===== src/rtl/clk_period_monitor_pkg.sv =====
// clk_period_monitor_pkg: state encoding and default timing constants for the slow-clock period monitor
package clk_period_monitor_pkg;

    typedef enum logic [1:0] {
        IDLE    = 2'd0,
        MEASURE = 2'd1,
        LOST    = 2'd2
    } state_t;

    localparam int DEF_EXP_PERIOD = 100_000;
    localparam int DEF_TOL        = 100;
    localparam int DEF_TIMEOUT    = 200_000;

endpackage


===== src/rtl/sync_rise_detect.sv =====
// sync_rise_detect: three-flop synchroniser for an asynchronous input with a one-cycle rising-edge pulse
module sync_rise_detect (
    input  logic clk,
    input  logic rst_n,
    input  logic din,
    output logic rise
);

    logic [2:0] sync;

    // shift the asynchronous input through the three-stage chain
    always_ff @(posedge clk or negedge rst_n)
        if (!rst_n) sync <= '0;
        else        sync <= {sync[1:0], din};

    assign rise = sync[1] & ~sync[2];

endmodule


===== src/rtl/clk_period_monitor.sv =====
// clk_period_monitor: measures the period of a slow divided clock in system-clock cycles and flags lock/loss
module clk_period_monitor
    import clk_period_monitor_pkg::*;
#(
    parameter  int EXP_PERIOD = DEF_EXP_PERIOD,
    parameter  int TOL        = DEF_TOL,
    parameter  int TIMEOUT    = DEF_TIMEOUT,
    localparam int PW         = $clog2(TIMEOUT + 1)
) (
    input  logic          clk,
    input  logic          rst_n,
    input  logic          slow_clk,
    output logic [PW-1:0] period,
    output logic          period_valid,
    output logic          locked,
    output logic          timeout
);

    localparam logic [PW-1:0] LO   = PW'(EXP_PERIOD > TOL ? EXP_PERIOD - TOL : 0);
    localparam logic [PW-1:0] HI   = PW'(EXP_PERIOD + TOL);
    localparam logic [PW-1:0] TMAX = PW'(TIMEOUT);

    state_t        state;
    logic [PW-1:0] cnt;
    logic          rise;
    logic          in_tol;

    sync_rise_detect u_sync (
        .clk   (clk),
        .rst_n (rst_n),
        .din   (slow_clk),
        .rise  (rise)
    );

    assign in_tol = (cnt >= LO) && (cnt <= HI);

    // measurement FSM: counts clk cycles between rises, saturating at TIMEOUT where the clock is declared lost
    always_ff @(posedge clk or negedge rst_n) begin
        if (!rst_n) begin
            state        <= IDLE;
            cnt          <= '0;
            period       <= '0;
            period_valid <= 1'b0;
            locked       <= 1'b0;
            timeout      <= 1'b0;
        end else begin
            period_valid <= 1'b0;
            case (state)
                IDLE:
                    if (rise) begin
                        state <= MEASURE;
                        cnt   <= PW'(1);
                    end
                MEASURE:
                    if (rise) begin
                        period       <= cnt;
                        cnt          <= PW'(1);
                        period_valid <= 1'b1;
                        locked       <= in_tol;
                    end else if (cnt == TMAX) begin
                        state   <= LOST;
                        timeout <= 1'b1;
                        locked  <= 1'b0;
                    end else begin
                        cnt <= cnt + 1'b1;
                    end
                LOST:
                    if (rise) begin
                        state   <= MEASURE;
                        cnt     <= PW'(1);
                        timeout <= 1'b0;
                    end
                default: begin
                    state <= IDLE;
                    cnt   <= '0;
                end
            endcase
        end
    end

endmodule


===== config.mk =====
export PLATFORM = sky130hd
export DESIGN_NAME = clk_period_monitor
export DESIGN_NICKNAME = d
export VERILOG_FILES = /design/src/rtl/clk_period_monitor_pkg.sv /design/src/rtl/sync_rise_detect.sv /design/src/rtl/clk_period_monitor.sv
export SDC_FILE = /design/constraint.sdc
export NUM_CORES = 1
export LEC_CHECK = 0
export ABC_AREA = 1
export BUFFER_PORTS_ARGS = -buffer_cell sky130_fd_sc_hd__buf_4
export CAP_MARGIN = 15
export CORE_AREA = 2 2 80 82
export DETAILED_ROUTE_END_ITERATION = 8
export DIE_AREA = 0 0 82 84
export PLACE_DENSITY = 0.55
export SYNTH_ARGS = -nofsm -noshare
export SYNTH_HDL_FRONTEND = slang
export SYNTH_SLANG_ARGS = --single-unit

===== constraint.sdc =====
create_clock -name clk -period 1.8 [get_ports clk]
set_input_delay 0.18 -clock clk [delete_from_list [all_inputs] [get_ports clk]]
set_output_delay 0.18 -clock clk [all_outputs]
set_load 0.02 [all_outputs]

==> results of run 1 <==
==> flip-flops by register name (all words and copies together), names as in the netlist <==
| name | count |
|---|---|
| state | 2 |
| locked | 1 |
| u_sync.sync | 3 |
| timeout | 1 |
| period | 18 |
| period_valid | 1 |
| cnt | 18 |
==> placed cells by master, fill, tap and decap left out, types with 2 or more instances in the layout <==
master / n
nand2_1: 78
dfrtp_1: 44
inv_1: 35
buf_4: 30
nor2_1: 24
o21ai_0: 23
nand4_1: 15
nand3_1: 13
o21ai_2: 9
o21ai_1: 6
nor2_2: 5
nor3_1: 5
clkbuf_8: 5
nand2_2: 4
nor2_4: 4
xor2_1: 4
nand3_2: 2
ha_1: 2
dlygate4sd3_1: 2
==> synth_stat cells, types with 2 or more instances <==
master | number | area, sq um
nand2_1 | 78 | 293
dfrtp_1 | 44 | 1100
inv_1 | 35 | 131
nor2_1 | 24 | 90.1
o21ai_0 | 23 | 115
nand4_1 | 15 | 93.8
nand3_1 | 13 | 65.1
o21ai_2 | 9 | 78.8
o21ai_1 | 6 | 30.0
nor2_2 | 5 | 31.3
nor3_1 | 5 | 25.0
nand2_2 | 4 | 25.0
nor2_4 | 4 | 45.0
xor2_1 | 4 | 35.0
buf_2 | 3 | 15.0
clkbuf_1 | 3 | 11.3
buf_6 | 2 | 22.5
ha_1 | 2 | 25.0
nand3_2 | 2 | 20.0
==> worst max-delay path, stage by stage, from the launching register on <==
cell and delay (ns):
dfrtp_1 0.41, inv_1 0.13, ha_1 0.18, nand3_1 0.11, inv_1 0.12, nand4_4 0.13, nand2_4 0.14, inv_4 0.11
nand2_1 0.10, o21ai_2 0.05
==> where the power goes <==
part / internal (mW) / switching [mW]
clock: 0.418 / 0.374
combinational: 0.167 / 0.282
sequential: 1.07 / 0.0963
total: 1.66 / 0.752
==> kinds of logic after synthesis <==
kind of cell | after synthesis
flip-flops | 44
adder cells (fa/ha/maj) | 2
XOR/XNOR | 4
AND/OR/NAND/NOR | 153
buffers and inverters | 46
AO/OA/AOI/OAI | 43
==> routing by layer <==
layer / routed length [um] / up-vias / global-route usage [%]
met2: 2590 / 48 / 26.5
met1: 2650 / 926 / 25.2
li1: - / 1003 / -
met5: 0 / - / 0
met4: 129 / 0 / 6.82
met3: 287 / 12 / 3.57
==> final cells by class <==
class | instances | area [sq um]
fillers | 645 | 3340
clock buffers | 5 | 68.8
flip-flops and latches | 44 | 1100
inverters | 38 | 146
clock inverters | 3 | 46.3
well taps | 77 | 96.3
multi-input cells | 202 | 1050
repair buffers | 32 | 245
==> worst paths after layout <==
| check | start | end | slack [ns] | cells past startpoint |
|---|---|---|---|---|
| max | cnt[0] | cnt[2] | 0.21 | 9 |
| min | u_sync.sync[0] | u_sync.sync[1] | 0.36 | 0 |
| max reg2reg | cnt[0] | cnt[2] | 0.21 | 9 |
| min reg2reg | u_sync.sync[0] | u_sync.sync[1] | 0.36 | 0 |
| max in group asynchronous | rst_n | period[13] | 1.02 | 2 |
| min in group asynchronous | rst_n | period[2] | 0.40 | 2 |
==> through the flow <==
step | setup slack [ns] | instance area, sq um | instances | util (%) | hold WS, ns
floorplan | 0.354 | 2340 | 292 | - | -0.116
global placement | 0.279 | 2620 | 391 | 42.9 | 0.216
detailed placement | 0.207 | 2620 | 391 | 42.9 | 0.219
CTS | 0.191 | 2750 | 401 | 45.1 | 0.359
global route | 0.0911 | 2750 | 401 | 45.1 | 0.366
finish | 0.208 | 2750 | 401 | 45.1 | 0.356
==> flow_summary.toml, run 1 <==
[outcome]
outcome = "finished clean"

[sta]
fin_crit_ns = 1.59
final.setup.tns_ns = 0
hold_viol = 0
clock_skew_ns = 0.0130
worst_pin_slew_ns = 0.552
maxSlewHeadroom_pct = 63.2
drv_slew = 0
fmax_mhz = 628
finalSetupViolCount = 0
rsz0062_at_grt = "no"
finalCritPeriodShare_pct = 88.5

[synthesis]
synth_xor_area_share_pct = 1.49
syn-instance-count = 292
synthMuxAreaShare_pct = 0
synth-simple-area-share_pct = 31.0
synth_compound_area_share_pct = 11.1
ys_seq_elements = 44
syn_avg_cell_area_sq_um = 8.03
netlist_area_sq_um = 2340
synth_top_family_by_area = "simple AND/OR/NAND/NOR gates"
async_reset_ff_share_pct = 100
ys_types = 30
yosys.area_share.adder_pct = 1.07
yosys_warnings = 0
synth_fp_nets = 297
synth_edf_count = 0
ys.flop_type = "dfrtp_1"
ys_seq_area_share_pct = 47.0

[grt]
grt_pass1_wl_mm = 9.32
grt_pass1_vias = 1875
antenna_found_initial = 0
track_usage_pct = 17.8
gr-total-overflow = 0
grt_start_max_net_pins = 45

[finish]
diodes = 0
area_growth_pct = 17.4
fin_nets = 328
drive_gt1_share_pct = 20.7

[die]
start_util_pct = 38.4
die_y_um = 84
dieArea_sq_um = 6890
core-area_sq_um = 6100
ios = 24
die_w_um = 82
num_rows = 29

[detailed_routing]
ant_nets = 0
wl_mm = 5.66
dr.pass1.iters = 4
vias_per_cell = 4.96
drcViolationCount = 0
vias = 1989
wire_per_inst_um = 14.1
dr.first_iter.drc_count = 101

[clock_tree]
holdBufCountCts = 2
cts_made_buffers = 5
root_buffer = "clkbuf_8"
ctsResizeCount = 0
cts_tree = "yes"
cts.path.max_buffers = 2
htree_levels = 2
clk_latency_ns = 0.31
clk_pin_slew_ns = 0.10
post_cts_buffers = 0
clkSinkCount = 44

[power]
max-vdd-ir-drop_v = 0.000431
power_mw = 2.41
p_leak_nw = 1.31
cellPowerDensity_nw_per_um2 = 876

[flow_run]
max_cap_violations = 0

[worst_hold_path]
hold_class = "reg2reg"

[place]
dpl.hpwl_mm = 4.17
finalWeightedCongestion = 0.883
io_buffers = 23

[setup_path]
critPathCaptureType = "flip-flop"
worst_ep_required_time_ns = 2.00
criticalPathCategory = "reg2reg"
crit_fanout = 14
cp-start-kind = "flip-flop"
cp.arrival_ns = 1.80
(Power assumes the default switching activity.)
==> run 2, diff against run 1 <==
--- a/config.mk
+++ b/config.mk
@@ -8,10 +8,11 @@
 export ABC_AREA = 1
 export BUFFER_PORTS_ARGS = -buffer_cell sky130_fd_sc_hd__buf_4
 export CAP_MARGIN = 15
-export CORE_AREA = 2 2 80 82
+export CORE_AREA = 2 2 76 86
 export DETAILED_ROUTE_END_ITERATION = 8
-export DIE_AREA = 0 0 82 84
+export DIE_AREA = 0 0 78 88
 export PLACE_DENSITY = 0.55
+export RECOVER_POWER = 50
 export SYNTH_ARGS = -nofsm -noshare
 export SYNTH_HDL_FRONTEND = slang
 export SYNTH_SLANG_ARGS = --single-unit
==> flow_summary.toml, run 2 (same netlist as run 1, synthesis figures left out) <==
[outcome]
outcome = "finished clean"

[sta]
final.setup.tns_ns = 0
worst_pin_slew_ns = 1.10
fin_crit_ns = 1.62
rsz0062_at_grt = "no"
drv_slew = 0
maxSlewHeadroom_pct = 26.4
fmax_mhz = 619
clock_skew_ns = 0.00340
hold_viol = 0
finalCritPeriodShare_pct = 89.8
finalSetupViolCount = 0

[power]
power_mw = 2.24
pwr-share-comb_pct = 19.0
p_switching_uw = 708
clkPwrFrac_pct = 29.1
sw_frac_of_total_pct = 31.7
power_frac_seq_pct = 52.0
cellPowerDensity_nw_per_um2 = 826
p_int_mw = 1.53
max-vdd-ir-drop_v = 0.000380
p_leak_nw = 1.27

[detailed_routing]
wl_mm = 5.45
wire_per_inst_um = 13.5
drcViolationCount = 0
ant_nets = 0
dr.pass1.iters = 4
vias = 1967
dr.first_iter.drc_count = 123
vias_per_cell = 4.88

[grt]
gr-total-overflow = 0
grt_start_max_net_pins = 45
grt_pass1_wl_mm = 9.14
track_usage_pct = 17.3
antenna_found_initial = 0
grt_pass1_vias = 1910

[clock_tree]
cts_tree = "yes"
clkSinkCount = 44
clk_pin_slew_ns = 0.08
htree_levels = 2
root_buffer = "clkbuf_8"
clk_latency_ns = 0.30
cts_made_buffers = 5
cts.path.max_buffers = 2

[finish]
final-seq-area_sq_um = 1100
diodes = 0
stdcell_area_sq_um = 2710
fill_cells = 625
fin_nets = 327
area_growth_pct = 15.4
final_common_cell = "nand2_1"
mostFrequentLayoutCells = "78 x nand2_1, 44 x dfrtp_1, 35 x inv_1"
drive_gt1_share_pct = 18.3
reg.largest.list = "cnt: 18 flops, period: 18 flops, u_sync.sync: 3 flops"
multi_input_area_sq_um = 1060

[worst_hold_path]
hold_class = "reg2reg"
min-delay-start = "u_sync.sync[0]"

[setup_path]
criticalPathCategory = "reg2reg"
cp-start-kind = "flip-flop"
r2r_start = "cnt[0]"
crit_fanout = 14
critPathCaptureType = "flip-flop"
startpoint = "cnt[0]"
worst_ep_required_time_ns = 2.00
cp.arrival_ns = 1.81

[die]
ios = 24
die_y_um = 88
die_w_um = 78
core-area_sq_um = 6010
dieArea_sq_um = 6860
start_util_pct = 39.0
num_rows = 30

[place]
finalWeightedCongestion = 0.856
dpl.hpwl_mm = 3.93
io_buffers = 23
dpl-instance-area_sq_um = 2610

[flow_run]
max_cap_violations = 0
[run 2: changes by cell type in the layout (fill, tap and decap cells not counted), sizes merged]
cell,previous run,this run
bufinv,1,0
clkinv,1,3
clkinvlp,1,0
inv,38,37
clkbuf,5,15
buf,30,20
[run 2: layout make-up]
cell class / count / share of cell area, %
multi-input combinational: 202 / 39.0
tap: 80 / 3.70
clock inverter: 2 / 0.370
inverter: 38 / 5.41
clock buffer: 6 / 3.05
timing repair buffer: 31 / 7.72
sequential: 44 / 40.7
[run 2: power by group through the flow]
| stage | sequential (mW) | combinational (mW) | clock, mW |
|---|---|---|---|
| CTS | 1.16 | 0.452 | 0.674 |
| floorplan | 1.22 | 0.234 | 0 |
| global placement | 1.18 | 0.442 | 0 |
| finish | 1.16 | 0.424 | 0.649 |
| global route | 1.18 | 0.478 | 0.710 |
| detailed placement | 1.18 | 0.446 | 0 |
[run 2: timing repair]
| action | in CTS | in global routing |
|---|---|---|
| setup buffers | 0 | 0 |
| endpoints found under the hold margin | 45 | 0 |
| gates resized for setup | 0 | 1 |
| hold buffers | 2 | 0 |
| endpoints found under the setup margin | 0 | 1 |
[run 2: worst paths after layout]
kind	end	slack, ns	depth (start not counted)
max	cnt[8]	0.18	9
min	u_sync.sync[1]	0.36	0
max reg2reg	cnt[8]	0.18	9
min reg2reg	u_sync.sync[1]	0.36	0
max in group asynchronous	period_valid	0.51	2
min in group asynchronous	period[8]	0.61	2
[run 2: metal layers]
layer / global-route usage [%] / share of wire [%] / up-vias
met4: 7.18 / 1.9 / 0
met2: 29.0 / 48 / 34
met3: 3.51 / 3.6 / 11
met1: 21.9 / 46 / 918
li1: - / - / 1004
met5: 0 / 0 / -
[run 2: through the flow]
stage | util, % | worst slack (ns) | instances | hold slack [ns]
6_report | 45.0 | 0.184 | 403 | 0.361
5_1_grt | 45.0 | 0.0442 | 403 | 0.384
4_1_cts | 45.4 | 0.153 | 403 | 0.364
3_5_place_dp | 43.5 | 0.169 | 393 | 0.222
3_3_place_gp | 43.5 | 0.214 | 393 | 0.217
2_1_floorplan | - | 0.354 | 292 | -0.116
[run 2: critical path, cell delays in order (launching register included)]
cell and delay [ns]:
dfrtp_1 0.41, inv_1 0.12, ha_1 0.18, nand3_1 0.11, inv_1 0.12, nand4_4 0.15, nand2_8 0.14, inv_4 0.11
nand2_1 0.10, o21ai_2 0.05
